===== src/rtl/multiplicador_pkg.sv =====
// Shared definitions for the shift-add reconstruction unit and its sibling divider.
// The state encodings are kept stable so both blocks decode states the same way.
package multiplicador_pkg;

  localparam int DEFAULT_WIDTH = 3;

  typedef enum logic [1:0] {
    IDLE = 2'd0,
    RUN  = 2'd1,
    FIN  = 2'd2
  } state_e;

  // Iteration counter must be able to hold WIDTH itself.
  function automatic int countWidth(input int w);
    return $clog2(w + 1);
  endfunction

endpackage


===== src/rtl/multiplicador.sv =====
// Sequential shift-add unit: portA = portQ * portB + portR, one multiplier bit per cycle,
// with a START-edge / DONE-pulse handshake matching the divider.
module multiplicador
  import multiplicador_pkg::*;
#(
  parameter int WIDTH = DEFAULT_WIDTH
) (
  input  logic                 clk,
  input  logic                 rst_n,
  input  logic                 START,
  input  logic [WIDTH-1:0]     portQ,
  input  logic [WIDTH-1:0]     portB,
  input  logic [WIDTH-1:0]     portR,
  output logic [2*WIDTH-1:0]   portA,
  output logic                 BUSY,
  output logic                 DONE
);

  localparam int CW = countWidth(WIDTH);
  localparam int RW = 2 * WIDTH;

  state_e           state_q, state_d;
  logic [RW-1:0]    acc_q, acc_d;
  logic [RW-1:0]    mb_q, mb_d;
  logic [RW-1:0]    portA_q, portA_d;
  logic [WIDTH-1:0] mq_q, mq_d;
  logic [CW-1:0]    count_q, count_d;
  logic             start_q;
  logic             busy_q, busy_d;
  logic             trigger;
  logic [RW-1:0]    accSum;

  assign trigger = START && !start_q;
  // The result can never exceed 2^(2W) - 2^W, so truncation to RW bits loses nothing.
  assign accSum  = mq_q[0] ? (acc_q + mb_q) : acc_q;

  always_comb begin
    state_d = state_q;
    acc_d   = acc_q;
    mb_d    = mb_q;
    mq_d    = mq_q;
    count_d = count_q;
    portA_d = portA_q;
    case (state_q)
      IDLE: begin
        if (trigger) begin
          acc_d   = {{WIDTH{1'b0}}, portR};
          mb_d    = {{WIDTH{1'b0}}, portB};
          mq_d    = portQ;
          count_d = CW'(WIDTH);
          state_d = RUN;
        end
      end
      RUN: begin
        acc_d   = accSum;
        mq_d    = mq_q >> 1;
        mb_d    = mb_q << 1;
        count_d = count_q - CW'(1);
        if (count_q == CW'(1)) begin
          portA_d = accSum;
          state_d = FIN;
        end
      end
      FIN: begin
        state_d = IDLE;
      end
      default: begin
        state_d = IDLE;
      end
    endcase
    busy_d = (state_d != IDLE);
  end

  always_ff @(posedge clk or negedge rst_n) begin
    if (!rst_n) begin
      state_q <= IDLE;
      acc_q   <= '0;
      mb_q    <= '0;
      mq_q    <= '0;
      count_q <= '0;
      portA_q <= '0;
      start_q <= 1'b0;
      busy_q  <= 1'b0;
    end else begin
      state_q <= state_d;
      acc_q   <= acc_d;
      mb_q    <= mb_d;
      mq_q    <= mq_d;
      count_q <= count_d;
      portA_q <= portA_d;
      start_q <= START;
      busy_q  <= busy_d;
    end
  end

  assign portA = portA_q;
  assign BUSY  = busy_q;
  assign DONE  = (state_q == FIN);

endmodule


===== config.mk =====
export PLATFORM = sky130hd
export DESIGN_NAME = multiplicador
export DESIGN_NICKNAME = d
export VERILOG_FILES = /design/src/rtl/multiplicador_pkg.sv /design/src/rtl/multiplicador.sv
export SDC_FILE = /design/constraint.sdc
export NUM_CORES = 1
export LEC_CHECK = 0
export CAP_MARGIN = 20
export CORE_MARGIN = 2
export CORE_UTILIZATION = 40
export DETAILED_ROUTE_END_ITERATION = 10
export GPL_TIMING_DRIVEN = 0
export SYNTH_ARGS = -nofsm -noshare
export SYNTH_HDL_FRONTEND = slang
export SYNTH_SLANG_ARGS = --single-unit

===== constraint.sdc =====
create_clock -name clk -period 1.85 [get_ports clk]
set_input_delay 0.4625 -clock clk [delete_from_list [all_inputs] [get_ports clk]]
set_output_delay 0.4625 -clock clk [all_outputs]
set_load 0.1 [all_outputs]

Word level (Yosys, flattened, before mapping)
Cells that the tools add are included.
- muxes and demuxes: 12
- multiply operators: 0
- $lt $le $gt $ge: 0
- shift-type cells: 0
- div/mod/pow operators: 0
- reduce and logical (&&, ||, !) cells: 7
- equality and inequality tests: 4
- $add $sub $neg: 2
- bitwise logic cells: 0
- operators by type and width (operator ; count):
    case mux 6 bit (2 select lines) ; 2
    two-way mux 6 bit ; 3
    case mux 2 bit (2 select lines) ; 2
    adder 6 bit ; 1
    two-way mux 2 bit ; 3
    case mux 3 bit (2 select lines) ; 1
    == test 2 x 1 -> 1 bit (second input constant) ; 2
    AND reduction 2 bit ; 2
    nonzero test 2 bit ; 2
    two-way mux 3 bit ; 1
    == test 2 bit (second input constant) ; 1
    zero test 2 bit ; 1
    != test 2 bit (second input constant) ; 1
    subtractor 2 x 1 -> 2 bit (second input constant) ; 1
    logical AND 1 bit ; 1
    zero test 1 bit ; 1
- register bits: 27
- bits in read-only memories: 0
- logic and storage cells: 33
- input port bits: 12
- bits in writable memories: 0
- latch bits: 0
- memories: 0

Logic depth before layout (Yosys ltp)
Gate-level depths: netlist (run 1).
- depth in word-level cells: 5
- mapped depth: 8
- mapped depth without buffers: 8

Worst setup path before layout (run 1)
No wires, ideal clock.
- path type: register to output
- start: register state_q[1]
- end: output DONE
- arrival time: 1770 ps
- stages on the path, launching flop included: 2
- buffers on the path: 0
- slack: -383 ps
- cells stage by stage: dfrtp_1 > nor2b_1
- longest elaborated chain between the ends: 1
- RTL lines (what ; RTL line ; text):
    from (decl) ; multiplicador.sv:22 ; state_e state_q, state_d;
    from (signal assigned) ; multiplicador.sv:85 ; state_q <= state_d;
    == test 2 bit ; multiplicador.sv:98 ; assign DONE = (state_q == FIN);
    to (decl) ; multiplicador.sv:16 ; output logic DONE
Every way passes these cells.

Worst setup path in the final report (run 1)
- start: register acc_q[0]
- end: register portA_q[4] (netlist: portA[4])
- longest elaborated chain between the ends: 2
- RTL lines (what ; RTL line ; text):
    from (decl) ; multiplicador.sv:23 ; logic [RW-1:0] acc_q, acc_d;
    from (signal assigned) ; multiplicador.sv:77 ; acc_q <= '0;
    from (signal assigned) ; multiplicador.sv:86 ; acc_q <= acc_d;
    adder 6 bit ; multiplicador.sv:35 ; assign accSum = mq_q[0] ? (acc_q + mb_q) : acc_q;
    two-way mux 6 bit ; multiplicador.sv:35 ;
    to (signal assigned) ; multiplicador.sv:90 ; portA_q <= portA_d;
    to (decl) ; multiplicador.sv:25 ; logic [RW-1:0] portA_q, portA_d;
Every way passes these cells.
A chain may end at the register's enable or synchronous reset.

==> flow_summary_export.csv, run 1 <==
group,metric,value,unit
worst_setup_path,path_class,"reg2reg",
global_routing,grt_usage,15.7,%
cells_and_area,final_cell_mix,"28 x nand2_1, 27 x dfrtp_1, 12 x nor2_1, 11 x clkdlybuf4s50_1",
synthesis,ys_ff_latch,27,
timing,tns,0,ps
cells_and_area,final_util,54.6,%
synthesis,syn_area_per_cell,9.49,um^2
route,ant_nets,0,
worst_setup_path,cp.required,2080,ps
clock_network,cts_buffer_depth,2,
worst_setup_path,worstPathArrival,2040,ps
worst_setup_path,worstSetupEndpointType,"register",
route,routed_wl,2970,um
synthesis,synth_top_cell_by_area,"dfrtp_1",
timing,tightest_slew,656,ps
worst_setup_path,worst-path-max-fanout,3,
synthesis,synth.distinct_cells,39,
floorplan,die_area,0.00398,mm^2
placed_design,place_hpwl,2150,um
synthesis,syn-cell-area,0.00140,mm^2
timing,finalHoldViolCount,0,
route,vias,1133,
timing,slew_violations,0,
clock_network,cts.sinks,27,
status,outcome,"finished clean",
placed_design,port-buffer-count,19,
route,wl_per_cell,13.3,um
synthesis,ys_seq_area_share,48.4,%
clock_network,path_clk_slew,150,ps
clock_network,cts_hold_buf,0,
synthesis,synth_warnings,0,
floorplan,fp.dieH,63.1,um
clock_network,cts_tree,"built",
synthesis,synth_fp_nets,166,
timing,setup_viol,0,
timing,slew_headroom,56.2,%
global_routing,grt_pass1_vias,1066,
timing,skew,5.54,ps
worst_setup_path,crit_path_start_kind,"register",
route,drc,0,
synthesis,synthesis.instances,147,
placed_design,place_ws,-346,ps
clock_network,clk_latency,320,ps
clock_network,cts-buffers-inserted,3,
min_path,hold_class,"in2async",
floorplan,start_util,41.8,%
timing,period_needed,1810,ps
clock_network,cts_root_buf,"clkbuf_4",
floorplan,rows,21,
global_routing,grt_remaining_overflow,0,
cells_and_area,area_delta_synth_final,30.5,%
floorplan,io_pins,20,
clock_network,htreeDepth,1,
timing,fmax,0.551,GHz
cells_and_area,final_nets,197,
timing,setup_ws,36.5,ps
timing,rsz0062_at_grt,"true",
route,drt_iter0_drc,47,
synthesis,synth.top_cells.by_area,"dfrtp_1 48%, nand2_1 7.5%, ha_1 5.4%, o21ai_0 3.9%, nor2_1 3.2%",
global_routing,grt_max_degree,18,
cells_and_area,drive_above_1_share,22.0,%
synthesis,synth.top_cell.area_share,48.4,%
global_routing,grt_pass1_wl,4950,um
floorplan,core,0.00334,mm^2
placed_design,place_congestion,0.746,
floorplan,die_w,63.1,um
cells_and_area,diodes,0,
route,viasPerCell,5.08,
route,drtPass1Iterations,4,
global_routing,antenna_found_initial,0,
timing,finalCritPeriodShare,98.0,%
run,max_cap_viol_count,0,
cells_and_area,layout_commonest_cell,"nand2_1",
[routing by layer]
layer | GRT usage (%) | wire length [um]
met3 | 2.14 | 79
met1 | 20.5 | 1420
met4 | 5.00 | 15
met2 | 26.7 | 1460
met5 | 0 | 0
[per-stage QoR]
stage	instance area (um^2)	hold WS (ps)	cells
2_1_floorplan	1400	167	147
3_5_place_dp	1670	475	213
4_1_cts	1730	496	219
3_3_place_gp	1650	460	212
6_report	1820	483	223
5_1_grt	1820	502	223
[flip-flops by register name, indices dropped and copies added, names as in the netlist]
| signal | count |
|---|---|
| BUSY | 1 |
| acc_q | 6 |
| count_q | 2 |
| mb_q | 6 |
| start_q | 1 |
| mq_q | 3 |
| portA | 6 |
| state_q | 2 |
[cells in the mapped netlist (all sizes together)]
cell    instances
or3             2
mux2            1
ha              6
or3b            2
mux2i           3
nor4            1
a21o            1
nor3            2
nand2          28
o21ai          14
and2b           1
o22ai           2
nand3b          1
xor2            1
o21a            2
nand2b          3
fa              1
nor4b           1
nor2           12
a41o            1
a31oi           6
dfrtp          27
buf             5
inv             7
o31ai           2
nor2b           2
nor3b           1
a211oi          1
xnor2           2
a21oi           6
nand3           2
a32o            1
[layout make-up]
class,count,area (um^2)
plain buffers,5,26.3
clock buffers,3,22.5
clock inverters,1,5.00
fillers,324,1520
inverters,7,26.3
multi-input cells,108,738
flip-flops and latches,27,676
well taps,46,57.6
repair buffers,26,269
[critical path, cell delays in order (launching register included)]
cell and delay, ps:
dfrtp_1 450, ha_4 190, inv_2 50, fa_2 190, nor2b_1 50, o21a_1 180
or3_4 350, a31oi_4 190, o21ai_2 60
[worst paths after layout]
kind / start / endpoint / slack, ps / cells past startpoint
setup reg to reg: acc_q[0] / portA[4] / 40 / 8
max in group asynchronous: rst_n / mb_q[4] / 880 / 2
setup / recovery: acc_q[0] / portA[4] / 40 / 8
min in group clk: count_q[0] / count_q[0] / 490 / 1
hold / removal: rst_n / state_q[1] / 480 / 1
hold reg to reg: count_q[0] / count_q[0] / 490 / 1
[timing repair]
| item | 4_1_cts | 5_1_grt |
|---|---|---|
| setup endpoints to repair | 11 | 4 |
| gates resized for setup | 32 | 9 |
| pin swaps | 3 | 6 |
| buffers inserted | 2 | 4 |
[cell families (layout without fill, tap and decap cells)]
logic type      after synthesis  after routing  share of synthesized area (%)
compound gates               36             36                           16.1
xor+xnor                      3              3                           1.88
fa+ha+maj                     7              7                           6.82
buf+inv                      12             42                           3.77
flops                        27             27                           48.4
mux                           4              4                           2.96
simple gates                 58             58                           20.1
Power of run 1 is not shown: default switching activity piles up to over one toggle a cycle in this logic, so the estimate is an artifact.
==> run 2: changes to the inputs <==
--- a/config.mk
+++ b/config.mk
@@ -10,6 +10,7 @@
 export CORE_UTILIZATION = 40
 export DETAILED_ROUTE_END_ITERATION = 10
 export GPL_TIMING_DRIVEN = 0
+export HOLD_SLACK_MARGIN = 0.05
 export SYNTH_ARGS = -nofsm -noshare
 export SYNTH_HDL_FRONTEND = slang
 export SYNTH_SLANG_ARGS = --single-unit
==> results of run 2 <==
Final layout, timing and power as in run 1 (identical DEF).
Power of run 2 is left out for the same reason.
